`config.mk`:
```
export PLATFORM = sky130hd
export DESIGN_NAME = sid_bus_writer_flat
export DESIGN_NICKNAME = d
export VERILOG_FILES = /design/src/rtl/sid_pkg.sv /design/src/rtl/sid_bus_writer_if.sv /design/src/rtl/sid_wr_fifo.sv /design/src/rtl/sid_bus_writer.sv /design/src/flat_wrapper.sv
export SDC_FILE = /design/constraint.sdc
export NUM_CORES = 1
export LEC_CHECK = 0
export ABC_AREA = 1
export CAP_MARGIN = 10
export CORE_ASPECT_RATIO = 1.75
export CORE_UTILIZATION = 30
export DETAILED_ROUTE_END_ITERATION = 8
export GPL_ROUTABILITY_DRIVEN = 0
export PLACE_DENSITY = 0.58
export SYNTH_ARGS = -nofsm -noshare
export SYNTH_HDL_FRONTEND = slang
export SYNTH_SLANG_ARGS = --single-unit
```
`constraint.sdc`:
```
create_clock -name clk -period 2.2 [get_ports clk]
set_input_delay 0.33 -clock clk [delete_from_list [all_inputs] [get_ports clk]]
set_output_delay 0.33 -clock clk [all_outputs]
set_load 0.01 [all_outputs]
```
`src/rtl/sid_pkg.sv`:
```
// Shared types for the SID bus writer: bus widths, FSM state and queued write entry.
package sid_pkg;

  localparam int SID_ADDR_W = 5;
  localparam int SID_DATA_W = 8;

  typedef enum logic [1:0] {
    IDLE,
    SETUP,
    STROBE,
    HOLD
  } sid_state_e;

  typedef struct packed {
    logic [SID_ADDR_W-1:0] addr;
    logic [SID_DATA_W-1:0] data;
  } sid_wr_entry_t;

endpackage

```
`src/rtl/sid_bus_writer_if.sv`:
```
// Write-request and SID bus signals of sid_bus_writer.
// With SID_OVF_FLAG_EN defined the interface also carries the sticky wr_ovf flag.
interface sid_bus_writer_if;
  import sid_pkg::*;

  logic                  wr_en;
  logic [SID_ADDR_W-1:0] wr_addr;
  logic [SID_DATA_W-1:0] wr_data;
  logic                  wr_full;
  logic                  busy;
  logic                  sid_clk;
  logic [SID_ADDR_W-1:0] sid_addr;
  logic [SID_DATA_W-1:0] sid_data;
  logic                  sid_cs_n;
  logic                  sid_rw;
`ifdef SID_OVF_FLAG_EN
  logic                  wr_ovf;

  modport master (
    input  wr_en, wr_addr, wr_data,
    output wr_full, busy, sid_clk, sid_addr, sid_data, sid_cs_n, sid_rw, wr_ovf
  );

  modport slave (
    output wr_en, wr_addr, wr_data,
    input  wr_full, busy, sid_clk, sid_addr, sid_data, sid_cs_n, sid_rw, wr_ovf
  );
`else
  modport master (
    input  wr_en, wr_addr, wr_data,
    output wr_full, busy, sid_clk, sid_addr, sid_data, sid_cs_n, sid_rw
  );

  modport slave (
    output wr_en, wr_addr, wr_data,
    input  wr_full, busy, sid_clk, sid_addr, sid_data, sid_cs_n, sid_rw
  );
`endif

endinterface

```
`src/rtl/sid_wr_fifo.sv`:
```
// Small show-ahead write queue: the head entry is visible before it is popped,
// so the bus FSM can load it on the same edge as the pop.
module sid_wr_fifo
  import sid_pkg::*;
#(
  parameter int FIFO_DEPTH = 4
) (
  input  logic          clk,
  input  logic          rst,
  input  logic          push,
  input  logic          pop,
  input  sid_wr_entry_t wr_entry,
  output sid_wr_entry_t rd_entry,
  output logic          full,
  output logic          empty
);

  localparam int AW = $clog2(FIFO_DEPTH);

  sid_wr_entry_t mem [FIFO_DEPTH];
  logic [AW:0]   wr_ptr_reg;
  logic [AW:0]   rd_ptr_reg;
  logic          push_ok;
  logic          pop_ok;

  // Extra pointer MSB distinguishes full from empty when the indices match.
  assign empty   = (wr_ptr_reg == rd_ptr_reg);
  assign full    = (wr_ptr_reg[AW] != rd_ptr_reg[AW]) &&
                   (wr_ptr_reg[AW-1:0] == rd_ptr_reg[AW-1:0]);
  assign push_ok = push && !full;
  assign pop_ok  = pop && !empty;
  assign rd_entry = mem[rd_ptr_reg[AW-1:0]];

  always_ff @(posedge clk) begin
    if (push_ok) begin
      mem[wr_ptr_reg[AW-1:0]] <= wr_entry;
    end
  end

  always_ff @(posedge clk) begin
    if (!rst) begin
      wr_ptr_reg <= '0;
      rd_ptr_reg <= '0;
    end else begin
      if (push_ok) wr_ptr_reg <= wr_ptr_reg + 1'b1;
      if (pop_ok)  rd_ptr_reg <= rd_ptr_reg + 1'b1;
    end
  end

endmodule

```
`src/rtl/sid_bus_writer.sv`:
```
// Queues register writes and replays each as a SID bus write cycle aligned to sid_clk.
// Define SID_OVF_FLAG_EN to add a sticky wr_ovf flag that records dropped pushes.
module sid_bus_writer
  import sid_pkg::*;
#(
  parameter int CLK_DIV    = 16,
  parameter int FIFO_DEPTH = 4
) (
  input  logic              clk,
  input  logic              rst,
  sid_bus_writer_if.master  bus
);

  localparam int             CNT_W     = $clog2(CLK_DIV);
  localparam logic [CNT_W-1:0] CNT_LAST  = CNT_W'(CLK_DIV - 1);
  localparam logic [CNT_W-1:0] HALF_LAST = CNT_W'(CLK_DIV / 2 - 1);
  localparam logic [CNT_W-1:0] HALF      = CNT_W'(CLK_DIV / 2);

  logic [CNT_W-1:0]      cnt_reg;
  logic [CNT_W-1:0]      cnt_next;
  logic                  sid_clk_reg;
  sid_state_e            state_reg;
  logic                  cs_n_reg;
  logic                  rw_reg;
  logic [SID_ADDR_W-1:0] addr_reg;
  logic [SID_DATA_W-1:0] data_reg;

  sid_wr_entry_t         push_entry;
  sid_wr_entry_t         head_entry;
  logic                  fifo_full;
  logic                  fifo_empty;
  logic                  fifo_pop;

  assign push_entry = '{addr: bus.wr_addr, data: bus.wr_data};
  assign fifo_pop   = (state_reg == IDLE) && (cnt_reg == CNT_LAST) && !fifo_empty;

  sid_wr_fifo #(
    .FIFO_DEPTH (FIFO_DEPTH)
  ) u_fifo (
    .clk      (clk),
    .rst      (rst),
    .push     (bus.wr_en),
    .pop      (fifo_pop),
    .wr_entry (push_entry),
    .rd_entry (head_entry),
    .full     (fifo_full),
    .empty    (fifo_empty)
  );

  always_comb begin
    cnt_next = (cnt_reg == CNT_LAST) ? '0 : cnt_reg + 1'b1;
  end

  // sid_clk is derived from the next count so it stays in lockstep with cnt_reg.
  always_ff @(posedge clk) begin
    if (!rst) begin
      cnt_reg     <= '0;
      sid_clk_reg <= 1'b0;
    end else begin
      cnt_reg     <= cnt_next;
      sid_clk_reg <= (cnt_next >= HALF);
    end
  end

  always_ff @(posedge clk) begin
    if (!rst) begin
      state_reg <= IDLE;
      cs_n_reg  <= 1'b1;
      rw_reg    <= 1'b1;
      addr_reg  <= '0;
      data_reg  <= '0;
    end else begin
      case (state_reg)
        IDLE: begin
          if (fifo_pop) begin
            state_reg <= SETUP;
            addr_reg  <= head_entry.addr;
            data_reg  <= head_entry.data;
            rw_reg    <= 1'b0;
          end
        end
        SETUP: begin
          if (cnt_reg == HALF_LAST) begin
            state_reg <= STROBE;
            cs_n_reg  <= 1'b0;
          end
        end
        STROBE: begin
          if (cnt_reg == CNT_LAST) begin
            state_reg <= HOLD;
            cs_n_reg  <= 1'b1;
          end
        end
        HOLD: begin
          // One clock of address/data/rw hold after chip select deasserts.
          state_reg <= IDLE;
          rw_reg    <= 1'b1;
        end
        default: begin
          state_reg <= IDLE;
          cs_n_reg  <= 1'b1;
          rw_reg    <= 1'b1;
        end
      endcase
    end
  end

`ifdef SID_OVF_FLAG_EN
  logic ovf_reg;

  always_ff @(posedge clk) begin
    if (!rst) begin
      ovf_reg <= 1'b0;
    end else if (bus.wr_en && fifo_full) begin
      ovf_reg <= 1'b1;
    end
  end

  assign bus.wr_ovf = ovf_reg;
`endif

  assign bus.wr_full  = fifo_full;
  assign bus.busy     = !fifo_empty || (state_reg != IDLE);
  assign bus.sid_clk  = sid_clk_reg;
  assign bus.sid_addr = addr_reg;
  assign bus.sid_data = data_reg;
  assign bus.sid_cs_n = cs_n_reg;
  assign bus.sid_rw   = rw_reg;

endmodule

```
`src/flat_wrapper.sv`:
```
// flat-port wrapper written by rule: the top's interface ports become plain ports
module sid_bus_writer_flat import sid_pkg::*;
#(
  parameter int CLK_DIV    = 16,
  parameter int FIFO_DEPTH = 4
)
  (clk, rst, bus_wr_en, bus_wr_addr, bus_wr_data, bus_wr_full, bus_busy, bus_sid_clk, bus_sid_addr, bus_sid_data, bus_sid_cs_n, bus_sid_rw);
  sid_bus_writer_if bus_i ();
  input  logic clk;
  input  logic rst;
  input wire logic [$bits(bus_i.wr_en)-1:0] bus_wr_en;
  input wire logic [$bits(bus_i.wr_addr)-1:0] bus_wr_addr;
  input wire logic [$bits(bus_i.wr_data)-1:0] bus_wr_data;
  output wire logic [$bits(bus_i.wr_full)-1:0] bus_wr_full;
  output wire logic [$bits(bus_i.busy)-1:0] bus_busy;
  output wire logic [$bits(bus_i.sid_clk)-1:0] bus_sid_clk;
  output wire logic [$bits(bus_i.sid_addr)-1:0] bus_sid_addr;
  output wire logic [$bits(bus_i.sid_data)-1:0] bus_sid_data;
  output wire logic [$bits(bus_i.sid_cs_n)-1:0] bus_sid_cs_n;
  output wire logic [$bits(bus_i.sid_rw)-1:0] bus_sid_rw;
  assign bus_i.wr_en = bus_wr_en;
  assign bus_i.wr_addr = bus_wr_addr;
  assign bus_i.wr_data = bus_wr_data;
  assign bus_wr_full = bus_i.wr_full;
  assign bus_busy = bus_i.busy;
  assign bus_sid_clk = bus_i.sid_clk;
  assign bus_sid_addr = bus_i.sid_addr;
  assign bus_sid_data = bus_i.sid_data;
  assign bus_sid_cs_n = bus_i.sid_cs_n;
  assign bus_sid_rw = bus_i.sid_rw;
  sid_bus_writer #(.CLK_DIV(CLK_DIV), .FIFO_DEPTH(FIFO_DEPTH)) u_core (.clk(clk), .rst(rst), .bus(bus_i));
endmodule
```
==> results of run 1 <==
## where the power goes
part	switching [mW]	internal, mW	leakage [nW]
logic	0.155	0.125	0.611
clock network	0.522	0.976	0.147
registers	0.0265	1.67	0.704
total	0.704	2.77	1.46
## final cells by class
cell class	count	share of cell area
clock buffers	10	0.05650
clock inverters	5	0.01791
inverters	21	0.02130
multi-input cells	179	0.2371
flip-flops and latches	80	0.5236
well taps	127	0.03921
repair buffers	42	0.1044
## metrics by stage
stage	hold slack [ps]	util
floorplan	428.9	-
global placement	442.7	0.3599
detailed placement	453.6	0.3599
CTS	467.1	0.3888
global route	503.9	0.3888
finish	461.1	0.3888
## cells in the mapped netlist
cell type / number / area [um^2]
sky130_fd_sc_hd__nor2_1: 55 / 206.5
sky130_fd_sc_hd__edfxtp_1: 52 / 1562
sky130_fd_sc_hd__o21ai_0: 44 / 220.2
sky130_fd_sc_hd__dfxtp_1: 28 / 560.5
sky130_fd_sc_hd__nand2_1: 21 / 78.83
sky130_fd_sc_hd__inv_1: 18 / 67.56
sky130_fd_sc_hd__o22ai_1: 13 / 81.33
sky130_fd_sc_hd__ha_1: 11 / 137.6
sky130_fd_sc_hd__nor2_2: 10 / 62.56
sky130_fd_sc_hd__a21oi_1: 6 / 30.03
sky130_fd_sc_hd__clkbuf_1: 5 / 18.77
sky130_fd_sc_hd__buf_2: 4 / 20.02
sky130_fd_sc_hd__nand2_2: 3 / 18.77
sky130_fd_sc_hd__nand3_1: 3 / 15.01
sky130_fd_sc_hd__nor3_1: 3 / 15.01
sky130_fd_sc_hd__o21ai_1: 3 / 15.01
sky130_fd_sc_hd__buf_6: 2 / 22.52
sky130_fd_sc_hd__inv_2: 2 / 7.510
sky130_fd_sc_hd__nand4_1: 2 / 12.51
sky130_fd_sc_hd__a21oi_2: 1 / 8.760
sky130_fd_sc_hd__buf_12: 1 / 20.02
sky130_fd_sc_hd__inv_8: 1 / 11.26
sky130_fd_sc_hd__nand3_2: 1 / 10.01
sky130_fd_sc_hd__nor3b_2: 1 / 12.51
sky130_fd_sc_hd__xnor2_4: 1 / 27.53
sky130_fd_sc_hd__xor2_1: 1 / 8.760
## tightest hold or removal path, cell delays in order, from the launching register on
cell	delay, ps
sky130_fd_sc_hd__dfxtp_1	320
sky130_fd_sc_hd__a21oi_1	60
sky130_fd_sc_hd__nand2_1	50
## final timing paths
path	startpoint	end	slack [ps]
max	u_core.u_fifo.wr_ptr_reg[1]	bus_wr_full	140
min	u_core.bus.sid_rw	u_core.bus.sid_rw	460
max reg2reg	u_core.state_reg[0]	u_core.u_fifo.rd_ptr_reg[2]	500
min reg2reg	u_core.bus.sid_rw	u_core.bus.sid_rw	460
## routing by layer
layer / up-vias / wire, um / GRT usage
li1: 1086 / - / -
met1: 975 / 2442 / 0.1246
met2: 43 / 3461 / 0.2217
met3: 11 / 219 / 0.03148
met4: 0 / 157 / 0.08647
met5: - / 0 / 0
## logic make-up after synthesis
group / after synthesis / synth area share
AOI/OAI and AO/OA: 67 / 0.1093
xor gates and xnor gates: 2 / 0.01116
adders and majority gates: 11 / 0.04234
buffers and inverters: 33 / 0.05158
DFF: 80 / 0.6528
and+or+nand+nor: 99 / 0.1328
==> results_tabular.tex, run 1 <==
\begin{tabular}{lr}
\hline
Metric & Value \\
\hline
\multicolumn{2}{l}{\textbf{Clock tree}} \\
CTS tree & yes \\
Library cell used as clock root buffer & sky130\_fd\_sc\_hd\_\_clkbuf\_16 \\
Clock sinks & 80 \\
Cts-stage hold buffer count & 0 \\
Setup Buffers After CTS & 0 \\
H-Tree Level Count & 3 \\
Resized Gates After CTS & 0 \\
Cts bufs inserted & 9 \\
Worst-Skew Late Latency & 330 ps \\
Maximum count of clock buffers along a single path & 2 \\
Clock-pin slew reported for the worst setup and hold paths after clock tree synthesis & 60 ps \\
\multicolumn{2}{l}{\textbf{Worst setup path}} \\
Buffer and inverter count on the worst path & 3 \\
Family with the most delay on the worst path & buffers and inverters \\
Worst Setup Start Kind & flip-flop \\
Crit path depth & 6 \\
Type of element capturing the critical path & output port \\
Crit path max-delay cell type & sky130\_fd\_sc\_hd\_\_clkdlybuf4s50\_1 \\
WP data required & 1870 ps \\
Reg2reg path depth & 9 \\
Critical Path Fanout Max & 4 \\
Kind of critical path & reg -> out \\
Critical Path, Cell by Cell & inv\_1 -> nand2\_1 -> nand2\_1 -> nand4\_1 -> inv\_1 -> clkdlybuf4s50\_1 \\
Max stage delay on crit path & around 530 ps \\
Arrival time of the worst setup path & 1730 ps \\
\multicolumn{2}{l}{\textbf{Yosys}} \\
Synthesis Warnings & 0 \\
Syn\_area\_per\_cell & 11.13 um\^{}2 \\
Net count after synthesis & 319 \\
Number of instances in the synthesized netlist & 292 \\
Number of register bits inferred by synthesis & 80 \\
Synth Cell Area & 3251 um\^{}2 \\
Count of distinct cell types in the synthesized netlist & 26 \\
Seq/Total Area, Yosys & 0.6528 \\
\multicolumn{2}{l}{\textbf{Pwr}} \\
Static Leakage & 1.463 nW \\
Power per Cell Area & 857.4 nW/um\^{}2 \\
Total power draw & 3.475 mW \\
Peak supply drop & approximately 0.39 mV \\
\multicolumn{2}{l}{\textbf{GRT}} \\
Number of antenna violations at the first check in global routing & 0 \\
Vias in the first global route & 2151 \\
Overflow left after global routing & 0 \\
Wire length of the first global-routing pass & a little over 10 mm \\
Overall global routing resource usage & 0.1258 \\
Pin count of the biggest net entering global routing & 29 \\
\multicolumn{2}{l}{\textbf{STA}} \\
Minimum setup slack in the final design & 138.2 ps \\
Period utilization & 0.9372 \\
Final-report setup violation count & 0 \\
Unrepaired setup endpoints after global routing & false \\
Crit path time final & 2062 ps \\
Final clock skew & 4.627 ps \\
Worst-margin pin slew & 422.0 ps \\
Setup TNS & 0 ps \\
Fmax achieved & 485.0 MHz \\
Endpoints failing hold & 0 \\
Max-slew headroom at the worst pin & 0.7182 \\
Number of max-slew violations in the final report & 0 \\
\multicolumn{2}{l}{\textbf{Place}} \\
Number of placed instances, taps included & between 400 and 500 \\
Port-buffer cells & 33 \\
Placed Instance Area & 3751 um\^{}2 \\
Placement Setup Slack & 458.1 ps \\
Post-detailed-placement half-perimeter wirelength & 4.510 mm \\
\multicolumn{2}{l}{\textbf{Cells and area}} \\
Area growth from synthesis to final layout & 24.67\% \\
Number of nets in the finished design & 360 \\
Commonest non-fill, non-tap cell in the layout & sky130\_fd\_sc\_hd\_\_nor2\_1 \\
Area taken by flip-flops and latches & 2122 um\^{}2 \\
Multi-input gate area & roughly 960 um\^{}2 \\
Fraction of final layout cells sized beyond drive strength 1 & 0.1217 \\
Number of flip-flops under the largest register name & 52 \\
Antenna Cells & 0 \\
Most frequent cells in the layout & sky130\_fd\_sc\_hd\_\_nor2\_1 (55), sky130\_fd\_sc\_hd\_\_edfxtp\_1 (52), sky130\_fd\_sc\_hd\_\_o21ai\_0 (44), sky130\_fd\_sc\_hd\_\_clkdlybuf4s50\_1 (33), sky130\_fd\_sc\_hd\_\_dfxtp\_1 (28) \\
Fin area & 4053 um\^{}2 \\
Layout fillers & 1030 \\
Count of placed standard cells in the final layout, fillers left out & between 400 and 500 \\
\multicolumn{2}{l}{\textbf{Floorplan}} \\
Boundary pin count & 34 \\
Core Area & 10420 um\^{}2 \\
Overall die height & 139.7 um \\
Total Die Area & 11270 um\^{}2 \\
Row cnt & 49 \\
Starting utilization of the core area & 0.3119 \\
Horizontal die dimension & around 81 um \\
\multicolumn{2}{l}{\textbf{Routing}} \\
Total vias in the final route & 2115 \\
Post-detailed-route DRC marker count & 0 \\
Detail Route Antenna Nets & 0 \\
Iteration-0 DRC count of the detailed router & 68 \\
Detailed-route vias per instance & 4.558 \\
DR WL/cell & 13.53 um \\
Pre-Repair DR Iteration Count & 4 \\
Total routed wirelength & 6.280 mm \\
\multicolumn{2}{l}{\textbf{Min path}} \\
Cell depth of the worst min-delay path & 2 \\
Worst hold-check path type & reg -> reg \\
\multicolumn{2}{l}{\textbf{Run status}} \\
Run status & complete, no violations \\
\multicolumn{2}{l}{\textbf{Flow run}} \\
Max Cap Viol & 0 \\
\hline
\end{tabular}
Power figures use the tool's default switching activity.
==> inputs of run 2 (changes only) <==
--- a/config.mk
+++ b/config.mk
@@ -8,10 +8,10 @@
 export ABC_AREA = 1
 export CAP_MARGIN = 10
 export CORE_ASPECT_RATIO = 1.75
-export CORE_UTILIZATION = 30
+export CORE_UTILIZATION = 45
 export DETAILED_ROUTE_END_ITERATION = 8
 export GPL_ROUTABILITY_DRIVEN = 0
-export PLACE_DENSITY = 0.58
+export PLACE_DENSITY_LB_ADDON = 0.1
 export SYNTH_ARGS = -nofsm -noshare
 export SYNTH_HDL_FRONTEND = slang
 export SYNTH_SLANG_ARGS = --single-unit
==> run 2 against run 1 <==
  * Global-route usage increased by 6.3 points
  * Largest power group unchanged
  * Register-to-register slack got worse by 80 ps
  * Routed wire length about the same
==> results_tabular.tex, run 2 (synthesis results as in run 1) <==
\begin{tabular}{lr}
\hline
Metric & Value \\
\hline
\multicolumn{2}{l}{\textbf{STA}} \\
Number of max-slew violations in the final report & 0 \\
Final clock skew & around 6.0 ps \\
Hold slack final & 474.6 ps \\
Period utilization & 0.9361 \\
Max-slew headroom at the worst pin & 0.6981 \\
Endpoints failing hold & 0 \\
Final-report setup violation count & 0 \\
Worst-margin pin slew & 451.2 ps \\
Setup TNS & 0 ps \\
Unrepaired setup endpoints after global routing & false \\
Crit path time final & between 2000 and 2500 ps \\
Fmax achieved & 485.6 MHz \\
\multicolumn{2}{l}{\textbf{GRT}} \\
Pin count of the biggest net entering global routing & 29 \\
Number of antenna violations at the first check in global routing & 0 \\
Overall global routing resource usage & 0.1889 \\
Met1 Use GR & 0.2213 \\
Grt peak-use layer & met2 \\
Fraction of met3 tracks used by global routing & 0.04582 \\
Overflow left after global routing & 0 \\
Met2 track utilization from global routing & 0.3156 \\
Wire length of the first global-routing pass & 10.24 mm \\
Vias in the first global route & 2067 \\
\multicolumn{2}{l}{\textbf{Worst setup path}} \\
Buffer and inverter count on the worst path & 2 \\
Arrival time of the worst setup path & between 1500 and 2000 ps \\
Critical Path Fanout Max & 4 \\
Reg2reg path depth & 8 \\
Kind of critical path & reg -> out \\
Crit path max-delay cell type & sky130\_fd\_sc\_hd\_\_clkdlybuf4s50\_1 \\
Max stage delay on crit path & 530 ps \\
Worst Setup Start Kind & flip-flop \\
Register-to-register path setup slack & 420 ps \\
Critical Path, Cell by Cell & xnor2\_4 -> nand4\_1 -> inv\_1 -> clkdlybuf4s50\_1 \\
Family with the most delay on the worst path & buffers and inverters \\
WP data required & approximately 1900 ps \\
Type of element capturing the critical path & output port \\
Capture point of the worst reg-to-reg path & u\_core.u\_fifo.rd\_ptr\_reg[2] \\
Critical R2R Launch & u\_core.cnt\_reg[0] \\
\multicolumn{2}{l}{\textbf{Floorplan}} \\
Horizontal die dimension & 66.25 um \\
Overall die height & $\sim$110 um \\
Starting utilization of the core area & 0.4707 \\
Row cnt & 40 \\
Core Area & 6907 um\^{}2 \\
Total Die Area & 7580 um\^{}2 \\
Boundary pin count & 34 \\
\multicolumn{2}{l}{\textbf{Cells and area}} \\
Area growth from synthesis to final layout & 22.02\% \\
Number of nets in the finished design & 359 \\
Antenna Cells & 0 \\
Number of flip-flops under the largest register name & 52 \\
Most frequent cells in the layout & sky130\_fd\_sc\_hd\_\_nor2\_1 (55), sky130\_fd\_sc\_hd\_\_edfxtp\_1 (52), sky130\_fd\_sc\_hd\_\_o21ai\_0 (44), sky130\_fd\_sc\_hd\_\_clkdlybuf4s50\_1 (33), sky130\_fd\_sc\_hd\_\_dfxtp\_1 (27) \\
Fraction of final layout cells sized beyond drive strength 1 & 0.1276 \\
Final Core Density & 0.5743 \\
Layout fillers & $\sim$630 \\
Commonest non-fill, non-tap cell in the layout & sky130\_fd\_sc\_hd\_\_nor2\_1 \\
\multicolumn{2}{l}{\textbf{Clock tree}} \\
Cts-stage hold buffer count & 0 \\
Clock sinks & 80 \\
Worst-Skew Late Latency & 330 ps \\
Cts bufs inserted & 9 \\
Setup Buffers After CTS & 0 \\
CTS tree & yes \\
Library cell used as clock root buffer & sky130\_fd\_sc\_hd\_\_clkbuf\_16 \\
Maximum count of clock buffers along a single path & 2 \\
H-Tree Level Count & 3 \\
Clock-pin slew reported for the worst setup and hold paths after clock tree synthesis & 50 ps \\
\multicolumn{2}{l}{\textbf{Pwr}} \\
Power per Cell Area & 857.8 nW/um\^{}2 \\
Total power draw & 3.402 mW \\
Peak supply drop & roughly 0.64 mV \\
Comb power frac & 0.080 \\
Static Leakage & 1.445 nW \\
Part of the power in the clock network & 0.421 \\
Sequential cell fraction of total power & 0.499 \\
Sw Pwr & between 0.7 and 0.8 mW \\
Fraction of power spent switching nets & 0.2082 \\
Design internal power & 2.694 mW \\
\multicolumn{2}{l}{\textbf{Min path}} \\
Worst hold-check path type & reg -> reg \\
Hold Path Origin & u\_core.bus.sid\_cs\_n \\
Cell depth of the worst min-delay path & 2 \\
Worst min-delay path endpoint & u\_core.bus.sid\_cs\_n \\
\multicolumn{2}{l}{\textbf{Routing}} \\
Total vias in the final route & roughly 2200 \\
Iteration-0 DRC count of the detailed router & between 50 and 60 \\
Pre-Repair DR Iteration Count & 4 \\
Detail Route Antenna Nets & 0 \\
Post-detailed-route DRC marker count & 0 \\
DR WL/cell & $\sim$15 um \\
Detailed-route vias per instance & 5.116 \\
Total routed wirelength & 6.276 mm \\
\multicolumn{2}{l}{\textbf{Place}} \\
Post-detailed-placement half-perimeter wirelength & 4.153 mm \\
Port-buffer cells & 33 \\
\multicolumn{2}{l}{\textbf{Run status}} \\
Run status & complete, no violations \\
\multicolumn{2}{l}{\textbf{Flow run}} \\
Max Cap Viol & 0 \\
\hline
\end{tabular}
-- run 2: cell count changes in the layout (fill, tap and decap cells not counted), sizes merged --
| cell | delta |
|---|---|
| inv | -1 |
| buf | -1 |
| clkinvlp | +1 |
| clkinv | -1 |
| bufinv | -1 |
| clkbuf | +3 |
-- run 2: power by group through the flow --
stage               Sequential [mW]  Clock (mW)  Combinational [mW]
finish                         1.70        1.43               0.271
global route                   1.70        1.54               0.305
CTS                            1.70        1.48               0.275
detailed placement             1.73           0               0.274
global placement               1.73           0               0.271
floorplan                      1.73           0               0.154
-- run 2: metrics by stage --
| stage | std cells | cell area, um^2 | worst slack [ps] |
|---|---|---|---|
| floorplan | 292 | 3251 | 381.3 |
| global placement | 405 | 3665 | 375.2 |
| detailed placement | 405 | 3665 | 320.1 |
| CTS | 421 | 3960 | 34.95 |
| global route | 421 | 3966 | 22.12 |
| finish | 421 | 3966 | 140.6 |
-- run 2: worst max path at each step --
stage | from | to | cells after the start
after floorplan | u_core.u_fifo.rd_ptr_reg[1] | u_core.u_fifo.mem[3][0] | 6
after global placement | u_core.u_fifo.rd_ptr_reg[1] | bus_wr_full | 6
after detailed placement | u_core.u_fifo.rd_ptr_reg[1] | bus_wr_full | 6
after CTS | u_core.u_fifo.rd_ptr_reg[1] | bus_wr_full | 6
after global routing | u_core.u_fifo.rd_ptr_reg[1] | bus_wr_full | 6
final | u_core.u_fifo.wr_ptr_reg[0] | bus_wr_full | 4
-- run 2: layout make-up --
class                      instances  area, um^2  area share
clock buffer                      13       250.2     0.06309
tap                               84       105.1     0.02650
clock inverter                     3       42.54     0.01073
timing repair buffer              41       390.4     0.09842
multi-input combinational        179       963.4      0.2429
sequential                        80        2123      0.5353
inverter                          21       91.34     0.02303
-- run 2: tightest hold or removal path: cells and delay by family, from the launching register on --
family          cells  cell delay (ps)
compound gates      1               60
flops               1              300
simple gates        1               60
-- run 2: per-layer routing --
| layer | share of wire | wire length (um) | vias to the layer above |
|---|---|---|---|
| met5 | 0 | 0 | - |
| met4 | 0.022 | 135 | 0 |
| met3 | 0.029 | 182 | 13 |
| met2 | 0.54 | 3377 | 34 |
| met1 | 0.41 | 2580 | 1022 |
| li1 | - | - | 1085 |
-- run 2: timing repair --
item / in CTS / in global routing
pin swaps: 0 / 1
setup endpoints to repair: 1 / 1
resized for setup: 1 / 3
endpoints found under the hold margin: 0 / 0
